**config.mk**
```make
export PLATFORM = sky130hd
export DESIGN_NAME = alu_engine
export DESIGN_NICKNAME = d
export VERILOG_FILES = /design/src/rtl/alu_pkg.sv /design/src/rtl/alu_engine_mul.sv /design/src/rtl/alu_engine.sv
export SDC_FILE = /design/constraint.sdc
export NUM_CORES = 1
export LEC_CHECK = 0
export ABC_AREA = 1
export BUFFER_PORTS_ARGS = -buffer_cell sky130_fd_sc_hd__buf_2
export CAP_MARGIN = 20
export CORE_MARGIN = 1
export CORE_UTILIZATION = 35
export DETAILED_ROUTE_END_ITERATION = 7
export GPL_TIMING_DRIVEN = 0
export HOLD_SLACK_MARGIN = 0.15
export MAX_ROUTING_LAYER = met4
export SYNTH_ARGS = -nofsm -noshare
export SYNTH_HDL_FRONTEND = slang
export SYNTH_SLANG_ARGS = --single-unit
```
**constraint.sdc**
```tcl
create_clock -name clock -period 2.4 [get_ports clock]
set_input_delay 0.24 -clock clock [delete_from_list [all_inputs] [get_ports clock]]
set_output_delay 0.24 -clock clock [all_outputs]
set_load 0.005 [all_outputs]
```
**src/rtl/alu_pkg.sv**
```systemverilog
// Shared definitions for the ALU engine, the result latch and the controller:
// opcodes, flag bit positions, multiply step count and FSM encoding.
package alu_pkg;

    localparam logic [2:0] OP_ADD = 3'd0;
    localparam logic [2:0] OP_SUB = 3'd1;
    localparam logic [2:0] OP_AND = 3'd2;
    localparam logic [2:0] OP_OR  = 3'd3;
    localparam logic [2:0] OP_XOR = 3'd4;
    localparam logic [2:0] OP_SHL = 3'd5;
    localparam logic [2:0] OP_SHR = 3'd6;
    localparam logic [2:0] OP_MUL = 3'd7;

    localparam int FLAG_ZERO  = 0;
    localparam int FLAG_CARRY = 1;
    localparam int FLAG_NEG   = 2;

    localparam int MUL_STEPS = 8;

    typedef enum logic {
        ST_IDLE = 1'b0,
        ST_MUL  = 1'b1
    } state_t;

endpackage

```
**src/rtl/alu_engine_mul.sv**
```systemverilog
// Iterative shift-add multiplier: one partial product per clock, LSB-first on
// the multiplier, with a down-counter terminating after MUL_STEPS steps.
module shift_add_multiplier
    import alu_pkg::*;
#(
    parameter int WIDTH = 8
) (
    input  logic                 clock,
    input  logic                 reset,
    input  logic                 go,
    input  logic [WIDTH-1:0]     mcand_in,
    input  logic [WIDTH-1:0]     mplier_in,
    output logic                 finish,
    output logic [2*WIDTH-1:0]   product
);

    localparam int CNT_W = $clog2(MUL_STEPS);
    localparam logic [CNT_W-1:0] CNT_LAST = CNT_W'(MUL_STEPS - 1);

    logic [2*WIDTH-1:0] mcand_q, mcand_d;
    logic [2*WIDTH-1:0] acc_q, acc_d;
    logic [WIDTH-1:0]   mplier_q, mplier_d;
    logic [CNT_W-1:0]   cnt_q, cnt_d;
    logic               active_q, active_d;

    always_comb begin
        mcand_d  = mcand_q;
        acc_d    = acc_q;
        mplier_d = mplier_q;
        cnt_d    = cnt_q;
        active_d = active_q;
        finish   = 1'b0;
        product  = acc_q;
        if (go) begin
            mcand_d  = {{WIDTH{1'b0}}, mcand_in};
            mplier_d = mplier_in;
            acc_d    = '0;
            cnt_d    = CNT_LAST;
            active_d = 1'b1;
        end else if (active_q) begin
            acc_d    = acc_q + (mplier_q[0] ? mcand_q : '0);
            mcand_d  = mcand_q << 1;
            mplier_d = mplier_q >> 1;
            // Final step: the owner latches the post-step accumulator this edge.
            product  = acc_d;
            if (cnt_q == '0) begin
                finish   = 1'b1;
                active_d = 1'b0;
            end else begin
                cnt_d = cnt_q - 1'b1;
            end
        end
    end

    always_ff @(posedge clock or negedge reset) begin
        if (!reset) begin
            mcand_q  <= '0;
            acc_q    <= '0;
            mplier_q <= '0;
            cnt_q    <= '0;
            active_q <= 1'b0;
        end else begin
            mcand_q  <= mcand_d;
            acc_q    <= acc_d;
            mplier_q <= mplier_d;
            cnt_q    <= cnt_d;
            active_q <= active_d;
        end
    end

endmodule

```
**src/rtl/alu_engine.sv**
```systemverilog
// Multi-cycle ALU: operand registers, single-cycle datapath, flag generation
// and the top sequencing FSM driving the result latch's grab via done.
//
//   state   | meaning
//   ST_IDLE | accepting start; non-MUL ops complete at the start edge
//   ST_MUL  | shift-add multiply in progress, start ignored
module alu_engine
    import alu_pkg::*;
#(
    parameter int WIDTH = 8
) (
    input  logic                 clock,
    input  logic                 reset,
    input  logic [WIDTH-1:0]     data_in,
    input  logic                 load_a,
    input  logic                 load_b,
    input  logic [2:0]           opcode,
    input  logic                 start,
    output logic [2*WIDTH-1:0]   alu_result,
    output logic [2:0]           flags_out,
    output logic                 busy,
    output logic                 done
);

    logic [WIDTH-1:0]   a_q, a_d, b_q, b_d;
    logic [2*WIDTH-1:0] result_q, result_d;
    logic [2:0]         flags_q, flags_d;
    logic               done_q, done_d;
    state_t             state_q, state_d;

    logic [WIDTH:0]     low;
    logic               mul_go, mul_finish;
    logic [2*WIDTH-1:0] mul_product;

    shift_add_multiplier #(.WIDTH(WIDTH)) u_mul (
        .clock     (clock),
        .reset     (reset),
        .go        (mul_go),
        .mcand_in  (a_q),
        .mplier_in (b_q),
        .finish    (mul_finish),
        .product   (mul_product)
    );

    // low[WIDTH] carries carry/borrow/shifted-out bit for the single-cycle ops.
    always_comb begin
        case (opcode)
            OP_ADD:  low = {1'b0, a_q} + {1'b0, b_q};
            OP_SUB:  low = {1'b0, a_q} - {1'b0, b_q};
            OP_AND:  low = {1'b0, a_q & b_q};
            OP_OR:   low = {1'b0, a_q | b_q};
            OP_XOR:  low = {1'b0, a_q ^ b_q};
            OP_SHL:  low = {a_q[WIDTH-1], a_q[WIDTH-2:0], 1'b0};
            OP_SHR:  low = {a_q[0], 1'b0, a_q[WIDTH-1:1]};
            default: low = '0;
        endcase
    end

    always_comb begin
        a_d      = load_a ? data_in : a_q;
        b_d      = load_b ? data_in : b_q;
        state_d  = state_q;
        result_d = result_q;
        flags_d  = flags_q;
        done_d   = 1'b0;
        mul_go   = 1'b0;
        case (state_q)
            ST_IDLE: begin
                if (start) begin
                    if (opcode == OP_MUL) begin
                        mul_go  = 1'b1;
                        state_d = ST_MUL;
                    end else begin
                        result_d            = {{WIDTH{1'b0}}, low[WIDTH-1:0]};
                        flags_d[FLAG_NEG]   = low[WIDTH-1];
                        flags_d[FLAG_CARRY] = low[WIDTH];
                        flags_d[FLAG_ZERO]  = (low[WIDTH-1:0] == '0);
                        done_d              = 1'b1;
                    end
                end
            end
            ST_MUL: begin
                if (mul_finish) begin
                    result_d            = mul_product;
                    flags_d[FLAG_NEG]   = mul_product[2*WIDTH-1];
                    flags_d[FLAG_CARRY] = |mul_product[2*WIDTH-1:WIDTH];
                    flags_d[FLAG_ZERO]  = (mul_product == '0);
                    done_d              = 1'b1;
                    state_d             = ST_IDLE;
                end
            end
            default: state_d = ST_IDLE;
        endcase
    end

    always_ff @(posedge clock or negedge reset) begin
        if (!reset) begin
            a_q      <= '0;
            b_q      <= '0;
            result_q <= '0;
            flags_q  <= '0;
            done_q   <= 1'b0;
            state_q  <= ST_IDLE;
        end else begin
            a_q      <= a_d;
            b_q      <= b_d;
            result_q <= result_d;
            flags_q  <= flags_d;
            done_q   <= done_d;
            state_q  <= state_d;
        end
    end

    assign alu_result = result_q;
    assign flags_out  = flags_q;
    assign done       = done_q;
    assign busy       = (state_q == ST_MUL);

endmodule

```
==> out/metrics.csv <==
metric,value,unit
status,"finished, violations left",
violations,negative setup slack,
cts_inserted_buffers,9,
crit_fanout,4,
yosysWarningCount,0,
grt_pass1_wl,26.2,mm
layout-drive-gt1-share,18.8,%
syn_nets,898,
max_cap_violations,0,
synth_top_family_by_area,simple AND/OR/NAND/NOR gates,
dpl.hpwl,12.4,mm
worstPathRequired,2.62,ns
io_buffers,34,
grt_max_degree,47,
synth.yosys.seq_area_share,35.1,%
worstMarginPinSlew,0.621,ns
place_area,6270,um^2
synthXorXnorAreaFrac,1.37,%
cts_tree,built,
die_y,130,um
place.detailed.instances,1089,
clock_latency,0.35,ns
grt_antenna_before_repair,0,
dr.pass1.iters,5,
yosysTopAreaCellShare,35.1,%
p_per_area,969,nW/um^2
synth-adder-area-share,9.80,%
drc,0,
fin_area,7250,um^2
place.gp.congestion,0.913,
routed_via_density,4.89,
synth_simple_gate_area_share,29.0,%
ant_nets,0,
timing.fmax,0.373,GHz
dp_slack,-0.640,ns
num-nets-final,975,
hp-class,input port to flop,
netlist-cell-type-count,39,
track_usage,20.7,%
htreeDepth,3,
p_leak,3.87,nW
synth_compound_area_share,12.4,%
synth_edf_count,0,
finalHoldViolCount,0,
fin_cells,1136,
synthCells,838,
grt_pass1_vias,5353,
cts.sinks,81,
yosysMostFrequentCell,nand2_1,
synth_common_cells,"243 x nand2_1, 151 x inv_1, 81 x dfrtp_1",
synth_top_area_cell,dfrtp_1,
die_w,130,um
setup_viol,6,
cts_root_buf,clkbuf_16,
skew,0.00970,ns
finalWirelength,16.8,mm
muxShareOfSynthArea,0,%
area_growth,25.7,%
ir_drop,0.000520,V
vias,5555,
grt_overflow,0,
clkTransAtPathRegs,0.06,ns
rsz0062_at_grt,true,
wl_per_cell,14.8,um
synthTopCellsByArea,"dfrtp_1 35%, nand2_1 16%, inv_1 9.8%, ha_1 9.1%, nand3_1 6.6%",
crit_arrival,2.90,ns
fin_ws,-0.282,ns
finalCritPeriodShare,112,%
initial_core_util,36.1,%
die_area,17000,um^2
cts_buffer_depth,2,
setup.worst_path.start_class,flop,
io_pins,37,
n_antenna_cell,0,
ys_async_sr_fraction,100,%
fin_crit,2.68,ns
synth_seq_cells,81,
utilization,45.3,%
end_kind,flop,
slew_viol_final,0,
slew_headroom,58.5,%
drt_iter0_drc,290,
placementRows,46,
core_area,16000,um^2
avgSynthCellArea,6.89,um^2
critPathKind,flop to flop,
synthFlopType,dfrtp_1,
syn_area,5770,um^2
## path summary, 6_finish.rpt
check	from	end	slack (ns)	cells after the start
setup / recovery	b_q[1]	flags_out[1]	-0.28	18
hold / removal	load_b	b_q[1]	0.17	2
setup reg to reg	b_q[1]	flags_out[1]	-0.28	18
hold reg to reg	flags_out[1]	flags_out[1]	0.48	2
max in group asynchronous	reset	b_q[2]	1.39	3
min in group asynchronous	reset	u_mul.acc_q[10]	0.39	2
## per-layer routing
layer	global-route usage, %	part of all wire (%)
met1	24.4	44
met2	36.0	50
met3	3.66	3.6
met4	6.09	2.3
met5	-	0
## state kept, by name (all words and copies together) (netlist names)
signal	cells
u_mul.mcand_q	16
u_mul.acc_q	16
busy	1
flags_out	3
u_mul.active_q	1
a_q	8
done	1
b_q	8
u_mul.cnt_q	3
alu_result	16
u_mul.mplier_q	8
## area by class of cell
class | count | area, um^2
fillers | 1687 | 8750
multi-input cells | 578 | 3470
flip-flops and latches | 81 | 2030
inverters | 154 | 583
repair buffers | 67 | 474
well taps | 216 | 270
clock buffers | 11 | 233
plain buffers | 24 | 135
clock inverters | 5 | 56.3
## kinds of logic (layout without fill, tap and decap cells)
family,Yosys count,after routing
adders and majority gates,44,44
AOI/OAI and AO/OA,125,125
xor gates and xnor gates,9,9
DFF,81,81
and+or+nand+nor,400,400
buffers and inverters,179,261
## cell usage in the layout, fill, tap and decap left out, types with 3 or more instances in the layout
master,count
nand2_1,235
inv_1,145
dfrtp_1,79
nand3_1,65
nor2_1,46
buf_2,39
a21oi_1,35
o21ai_0,34
buf_4,25
ha_1,25
ha_4,16
a21oi_2,14
o211ai_1,13
nand3_2,9
nand2_2,9
nand4_1,9
clkbuf_1,9
clkbuf_16,9
dlygate4sd3_1,9
xor2_1,8
nor2_2,7
o22ai_1,7
inv_2,6
buf_6,6
o21ai_2,5
o21ai_1,4
buf_1,4
nor3_2,3
and2_1,3
nand3_4,3
or2_4,3
## stage by stage
step                hold WS, ns  setup TNS, ns  total power (W)
floorplan               -0.0556              0          0.00425
global placement          0.463          -4.59          0.00509
detailed placement        0.239          -5.18          0.00514
CTS                       0.158         -0.601          0.00683
global route              0.185          -1.64          0.00760
finish                    0.171         -0.971          0.00703
## critical path, cell delays in order, from the launching register on
cell and delay (ns):
dfrtp_1 0.42, inv_2 0.10, ha_4 0.17, inv_4 0.05, nor3_4 0.04, or2_4 0.24, xor2_1 0.16, inv_1 0.09
ha_4 0.30, nand2_2 0.06, or2_4 0.25, nand3_2 0.08, nand2_2 0.07, nand2_2 0.06, a21oi_2 0.06, nor2_1 0.11
nor2_2 0.06, o21ai_2 0.17, nand3_1 0.09
## power by group
part	internal, W	switching, W	total [W]	leakage, nW
clock network	0.000805	0.000564	0.00137	0.139
logic	0.00137	0.00203	0.00341	2.72
registers	0.00183	0.000420	0.00225	1.02
total	0.00401	0.00302	0.00703	3.87
## what timing repair did
item | 4_1_cts | 5_1_grt
pin swaps | 19 | 27
setup buffers | 18 | 6
endpoints found under the setup margin | 21 | 14
endpoints found under the hold margin | 49 | 0
hold buffers | 9 | 0
resized for setup | 52 | 39
Note: power is estimated with default switching activity, not from simulation.
